### src/rtl/cmd_encoder.sv
// cmd_encoder: buffers one packet of same-source bytes, then emits it as
// PREFIX, ADDR_AST, SRC, LEN, payload, CRC (payload byte sum) on tx.
module cmd_encoder #(
  parameter logic [7:0] PREFIX      = 8'h55,
  parameter logic [7:0] ADDR_AST    = 8'hAA,
  parameter int         TIMEOUT_CYC = 50000
) (
  input  logic       clk,
  input  logic       n_rst,
  input  logic [7:0] in_data,
  input  logic [7:0] in_src,
  input  logic       in_valid,
  input  logic       in_last,
  output logic       in_ready,
  output logic [7:0] tx_data,
  output logic       tx_valid,
  input  logic       tx_ready,
  output logic       busy
);

  localparam int TW = $clog2(TIMEOUT_CYC + 1);

  typedef enum logic [2:0] {
    COLLECT,
    S_PREFIX,
    S_AST,
    S_SRC,
    S_LEN,
    S_DATA,
    S_CRC
  } state_t;

  state_t        state_q;
  logic [7:0]    cnt_q;
  logic [7:0]    rd_q;
  logic [7:0]    crc_q;
  logic [7:0]    src_q;
  logic [TW-1:0] tmo_q;
  logic [7:0]    mem [0:255];

  logic [7:0] cnt_d;
  logic [7:0] crc_d;
  logic [7:0] rd_d;
  logic       src_ok;
  logic       acc;
  logic       xfer;
  logic       tmo_hit;
  logic       src_brk;
  logic       close;

  assign src_ok   = (cnt_q == 8'd0) || (in_src == src_q);
  assign in_ready = (state_q == COLLECT) && src_ok;
  assign busy     = (state_q != COLLECT);
  assign acc      = in_valid & in_ready;
  assign xfer     = tx_valid & tx_ready;
  assign cnt_d    = cnt_q + 8'd1;
  assign crc_d    = crc_q + in_data;
  assign rd_d     = rd_q + 8'd1;

  // a foreign source or a long idle gap closes a non-empty packet
  assign src_brk = (cnt_q != 8'd0) && in_valid && !src_ok;
  assign tmo_hit = (cnt_q != 8'd0) && !acc
                && (tmo_q >= TW'(TIMEOUT_CYC - 1));
  assign close   = (acc && (in_last || cnt_q == 8'd254))
                || src_brk || tmo_hit;

  always_ff @(posedge clk) begin
    if (acc) mem[cnt_q] <= in_data;
  end

  always_ff @(posedge clk or negedge n_rst) begin
    if (!n_rst) begin
      state_q  <= COLLECT;
      cnt_q    <= 8'd0;
      rd_q     <= 8'd0;
      crc_q    <= 8'd0;
      src_q    <= 8'd0;
      tmo_q    <= '0;
      tx_data  <= 8'd0;
      tx_valid <= 1'b0;
    end else begin
      case (state_q)
        COLLECT: begin
          if (acc) begin
            cnt_q <= cnt_d;
            crc_q <= crc_d;
            if (cnt_q == 8'd0) src_q <= in_src;
          end
          if (acc || cnt_q == 8'd0) tmo_q <= '0;
          else if (tmo_q != TW'(TIMEOUT_CYC)) tmo_q <= tmo_q + TW'(1);
          if (close) begin
            state_q  <= S_PREFIX;
            tx_data  <= PREFIX;
            tx_valid <= 1'b1;
            tmo_q    <= '0;
          end
        end
        S_PREFIX: if (xfer) begin
          state_q <= S_AST;
          tx_data <= ADDR_AST;
        end
        S_AST: if (xfer) begin
          state_q <= S_SRC;
          tx_data <= src_q;
        end
        S_SRC: if (xfer) begin
          state_q <= S_LEN;
          tx_data <= cnt_q;
        end
        S_LEN: if (xfer) begin
          state_q <= S_DATA;
          rd_q    <= 8'd0;
          tx_data <= mem[8'd0];
        end
        S_DATA: if (xfer) begin
          if (rd_q == 8'(cnt_q - 8'd1)) begin
            state_q <= S_CRC;
            tx_data <= crc_q;
          end else begin
            rd_q    <= rd_d;
            tx_data <= mem[rd_d];
          end
        end
        S_CRC: if (xfer) begin
          state_q  <= COLLECT;
          tx_valid <= 1'b0;
          cnt_q    <= 8'd0;
          rd_q     <= 8'd0;
          crc_q    <= 8'd0;
        end
        default: state_q <= COLLECT;
      endcase
    end
  end

endmodule

### config.mk
export PLATFORM = sky130hd
export DESIGN_NAME = cmd_encoder
export DESIGN_NICKNAME = d
export VERILOG_FILES = /design/src/rtl/cmd_encoder.sv
export SDC_FILE = /design/constraint.sdc
export NUM_CORES = 2
export LEC_CHECK = 0
export BUFFER_PORTS_ARGS = -buffer_cell sky130_fd_sc_hd__buf_4
export CORE_UTILIZATION = 52
export DETAILED_ROUTE_END_ITERATION = 8
export PLACE_DENSITY_LB_ADDON = 0.12
export SYNTH_ARGS = -nofsm -noshare
export SYNTH_HDL_FRONTEND = slang
export SYNTH_SLANG_ARGS = --single-unit
export TNS_END_PERCENT = 10
### constraint.sdc
create_clock -name clk -period 4.15 [get_ports clk]
set_input_delay 0.415 -clock clk [delete_from_list [all_inputs] [get_ports clk]]
set_output_delay 0.415 -clock clk [all_outputs]
set_load 0.03 [all_outputs]
* After elaboration in Yosys (flattened, before gate mapping)
Memories as Yosys holds them, arrays and structs flattened.
Cells that the tools add are included.
** Storage, ports and cells
- Latch bits :: 0
- ROM bits :: 0
- Logic and storage cells :: 100
- RAM bits :: 2048
- Register bits after elaboration :: 60
- Memories :: 1
- Output and inout port bits :: 11
** Cells by class
- Bitwise gates (word level) :: 2
- Equality and inequality tests :: 21
- Multipliers :: 0
- Mux-type cells :: 33
- Order comparisons :: 1
- $add $sub $neg :: 5
- Divide/modulo/power cells :: 0
- Reduce and logical (&&, ||, !) cells :: 29
- Shift-type cells :: 0
** Memories
- mem :: depth 256, bits a word 8, rd ports 2, clocked after Yosys merged registers in 0, write ports 1, line 39 : logic [7:0] mem [0:255];
** Operator list (number)
- 8-bit two-way mux :: 12
- 16-bit two-way mux :: 3
- 8-bit case mux with 2 select lines :: 3
- 8-bit case mux with 6 select lines :: 1
- 3-bit two-way mux :: 8
- 3-bit case mux with 7 select lines :: 1
- 2-bit != test (second input constant) :: 10
- 16-bit by 1-bit adder with 16-bit output (second input constant) :: 1
- 8-bit by 1-bit adder with 8-bit output (second input constant) :: 2
- 8-bit equality test :: 2
- 16-bit greater-or-equal comparator (second input constant) :: 1
- 16-bit != test (second input constant) :: 1
- 3-bit equality test (second input constant) :: 3
- 3-bit AND reduction :: 3
- 8-bit adder :: 1
- 8-bit equality test (second input constant) :: 1
- 8-bit zero test :: 1
- 8-bit AND reduction :: 1
- 8-bit nonzero test :: 1
- 8-bit by 1-bit subtractor with 8-bit output (second input constant) :: 1
- 7-bit AND reduction :: 1
- 3-bit by 2-bit equality test with 1-bit output (second input constant) :: 2
- 1-bit logical AND :: 6
- 3-bit nonzero test :: 2
- other kinds (13) :: 23

* Logic depth before layout (Yosys ltp)
- Depth after elaboration :: 10
- Gate-level depth with buffers :: 14

* Least setup slack after synthesis
OpenSTA, ideal clock, no wires.
- Path type :: register to register
- From :: reg cnt_q[4]
- To :: mem mem[108][0] (enable)
- Buffers on the path :: 4
- Stages on the path, launching flop included :: 11
- Period minus slack after synthesis :: 3248 ps
- Path slack :: 902 ps
- Arrival time :: 2877 ps
- Cells stage by stage :: dfrtp_1 or4_1 buf_2 nor4b_4 a41o_2 and3_1 buf_2 buf_2 nand3_1 clkbuf_1 nor2_1
** On the way
- Longest elaborated chain between the ends :: 6
** RTL lines
- start: declaration :: line 34 : logic [7:0] cnt_q;
- start signal: assignment :: line 85 : cnt_q <= cnt_d;
- 8-bit zero test :: line 51 : assign src_ok = (cnt_q == 8'd0) || (in_src == src_q);
- 1-bit logical OR :: line 51
- 1-bit logical AND :: line 52 : assign in_ready = (state_q == COLLECT) && src_ok;
- 1-bit AND :: line 54 : assign acc = in_valid & in_ready;
- 1-bit two-way mux :: line 68 : if (acc) mem[cnt_q] <= in_data;
- 1-bit two-way mux (not written as such) :: line 68
- end: declaration :: line 39
Several ways; a longest one is shown, not always the timed one.

* Worst setup path in the final report
- From :: reg rd_q[3]
- To :: reg tx_data[3]
** On the way
- Longest elaborated chain between the ends :: 5
- Elaborated cells between the ends (all ways) :: 6
** RTL lines
- start: declaration :: line 35 : logic [7:0] rd_q;
- start signal: assignment :: line 120 : rd_q <= rd_d;
- 8-bit by 1-bit adder with 8-bit output :: line 58 : assign rd_d = rd_q + 8'd1;
- memory 256 x 8 bit
- 8-bit two-way mux (*) :: line 116 : if (rd_q == 8'(cnt_q - 8'd1)) begin
- 8-bit two-way mux (*) :: line 115 : S_DATA: if (xfer) begin
- 8-bit case mux with 6 select lines (*) :: line 82 : case (state_q)
- end signal: assignment :: line 113 : tx_data <= mem[8'd0];
- end signal: assignment :: line 118 : tx_data <= crc_q;
- end signal: assignment :: line 121 : tx_data <= mem[rd_d];
- end: declaration :: line 15 : output logic [7:0] tx_data,
Every way passes the cells marked *; elsewhere a longest branch is shown, timed or not. The select of a mux whose other input is x is not followed.
A chain may end at the register's enable or synchronous reset.

==> results.yml <==
logic_synthesis:
  synth.distinct_cells: 67
  avgSynthCellArea_sq_um: 20.32
  synth_common_cells: "edfxtp_1 (2048), mux4_2 (543), nor2_1 (316), nand2_1 (230), clkbuf_1 (122)"
  ys_seq_area_frac: 0.7577
  synth_top_area_share: 0.7397
  synth_ff_type: "edfxtp_1"
  netlist_top_cells_area: "edfxtp_1 (74%), mux4_2 (15%), dfrtp_1 (1.8%)"
  yosys.area.top_type: "edfxtp_1"
  syn_inst: 4092
  yosys.cell_count.top_type: "edfxtp_1"
  yosys_warnings: 0
  synth_area_sq_um: 83140
  synth-edff-count: 2048
  synth_fp_nets: 4130
  ys_seq_elements: 2108
  synthArstFlopShare: 0.02846
detailed_routing:
  wire_per_inst_microns: 31.65
  wirelength_mm: 214.4
  drt-initial-drc-count: 4495
  ant_nets: 0
  remaining_drc_errors: 0
  dr_total_vias: 42630
  dr.pass1.iters: 5
  via_per_inst: 6.292
pwr:
  seq_power_share: 0.369
  p_int_uw: 43510
  power_frac_comb: 0.344
  p_per_area_nw_per_um2: 676.8
  peakVddDrop_mv: 0.5180
  leakage_uw: 0.03073
  swShare: 0.3273
  clockPowerShare: 0.287
  netSwitchingPower_uw: 21170
sta:
  setup_slack_ps: 136.4
  maxSlewViolCount: 0
  tightest_slew_ps: 1322
  rsz0062_at_grt: "false"
  setup_tns_ps: 0
  final_hold_viol_count: 0
  finalSetupViolCount: 0
  timing.final.crit_share: 0.9671
  min_period_ps: 4014
  slew_headroom: 0.1188
  timing.fmax_mhz: 249.2
  hold_slack_ps: 69.21
  skew_ps: 56.59
die:
  fp-row-count: 146
  die_h_microns: 401.9
  die_area_sq_um: 161500
  initial_core_util: 0.5244
  core-area_sq_um: 158600
  io_pins: 32
  die_width_microns: 401.9
critical_path:
  ff2ff_path_depth: 9
  cp_data_arrival_time_ps: 4770
  cp_max_fo: 13
  crit_type: "flip-flop to flip-flop"
  required_ps: 4900
  worstSetupStartpointType: "flip-flop"
  critPathCaptureType: "flip-flop"
final_layout:
  final_util: 0.6027
  layout-drive-gt1-share: 0.2850
  multiInputGateArea_sq_um: 19200
  area_growth_pct: 14.95
  fin_cells: 6775
  nets: 4561
  fillerInstances: 11450
  regArea_sq_um: 63000
place:
  dp_slack_ps: 201.7
  dp.cells: 6373
  io_buffer_count: 31
  dp_hpwl_mm: 135.4
  gp_congestion: 0.8941
clock_tree:
  cts_tree: "done"
  ctsResizeCount: 0
  insertion_delay_ps: 850
  clock_path_buffers: 3
  cts_hold_buf: 11
  h-tree-depth: 4
  postCtsSetupRepairBufs: 0
  cts.sinks: 2108
  cts.clk_slew.worst_paths_ps: 70
  cts_buffers: 209
  cts-root-buf: "clkbuf_16"
hold_path:
  hold_path_class: "input port to flip-flop"
  min_path_cells: 1
run_status:
  run_status: "finished, final reports clean"
global_route:
  grt_pass1_wl_mm: 309.3
  gr-total-overflow: 0
  antenna_found_initial: 3
  first_global_vias: 42650
  grt.total_usage: 0.2687
  grt_max_degree: 169
run:
  cap_viol_max_count: 0
[cell usage in the layout, fill, tap and decap left out, types with 10 or more instances in the layout]
cell type / count
o2111ai_1: 10
inv_1: 11
mux2_2: 12
mux2i_1: 65
ha_1: 15
nor3_1: 12
clkbuf_1: 33
nand3_2: 16
nor2_1: 312
and3_1: 10
a22oi_1: 68
o21ai_0: 49
a32oi_1: 27
mux4_2: 543
buf_4: 402
buf_12: 38
nand3_1: 76
dfrtp_1: 59
a21oi_1: 47
nor2b_1: 12
edfxtp_1: 2048
o22ai_1: 10
or3_1: 10
nand4_1: 22
clkinv_2: 38
dlygate4sd3_1: 11
nand2_1: 229
clkbuf_16: 211
bufinv_16: 18
xnor2_1: 13
clkinv_1: 63
xor2_1: 27
a22o_1: 23
a31oi_1: 21
[per-layer routing]
| layer | GRT usage | part of all wire | routed length (microns) |
|---|---|---|---|
| met1 | 0.3792 | 0.41 | 87040 |
| met4 | 0.07915 | 0.030 | 6382 |
| met2 | 0.4349 | 0.49 | 105200 |
| met3 | 0.04582 | 0.074 | 15870 |
| met5 | 0 | 0 | 0 |
[final timing paths]
check / from / end / slack, ps
setup / recovery: rd_q[3]$_DFFE_PN0P_ / tx_data[3]$_DFFE_PN0P_ / 140
hold / removal: in_data[1] / mem[143][1]$_DFFE_PP_ / 70
setup reg to reg: rd_q[3]$_DFFE_PN0P_ / tx_data[3]$_DFFE_PN0P_ / 140
hold reg to reg: tmo_q[9]$_DFFE_PN0P_ / tmo_q[9]$_DFFE_PN0P_ / 490
max in group asynchronous: n_rst / rd_q[0]$_DFFE_PN0P_ / 3260
min in group asynchronous: n_rst / src_q[4]$_DFFE_PN0P_ / 210
[state kept, by name, summed over array words and instances (netlist names)]
name / flops
mem: 2048
state_q: 3
crc_q: 8
cnt_q: 8
src_q: 8
rd_q: 8
tmo_q: 16
tx_valid: 1
tx_data: 8
[critical path, stage by stage, from the launching register on]
cell	delay, ps
dfrtp_1	630
nand3_1	210
nor2_1	230
xnor2_2	270
buf_4	320
nor2_1	760
nand4_1	610
nand4_1	380
nand4_1	290
o211ai_1	180
[power groups by stage]
stage	Combinational [uW]	Clock, uW	Sequential (uW)
3_5_place_dp	22400	0	24300
4_1_cts	22500	18800	23800
5_1_grt	23300	19600	23800
2_1_floorplan	14200	0	24200
6_report	22300	18600	23800
3_3_place_gp	22300	0	24300
[stage by stage]
| step | total power [uW] | instance area (sq um) |
|---|---|---|
| floorplan | 38400 | 83140 |
| global placement | 46620 | 88740 |
| detailed placement | 46680 | 88740 |
| CTS | 65150 | 95570 |
| global route | 66780 | 95570 |
| finish | 64680 | 95570 |
[logic make-up (layout without fill, tap and decap cells)]
logic type | Yosys count | after routing | share of synthesized area
compound gates | 306 | 306 | 0.02552
xor+xnor | 49 | 49 | 0.005252
fa+ha+maj | 17 | 17 | 0.002649
buf+inv | 251 | 861 | 0.01378
flops | 2108 | 2108 | 0.7577
mux | 620 | 620 | 0.1565
other cells | 0 | 1 | 0
simple gates | 741 | 741 | 0.03851
[final cells by class]
type,instances,share of cell area
antenna,1,0.00002618
clock buffer,244,0.05654
clock inverter,146,0.01380
inverter,12,0.0004713
multi-input combinational,1733,0.2009
sequential,2108,0.6592
tap,2072,0.02713
timing repair buffer,459,0.04184
No activity file was read; power rests on OpenSTA's default activity.
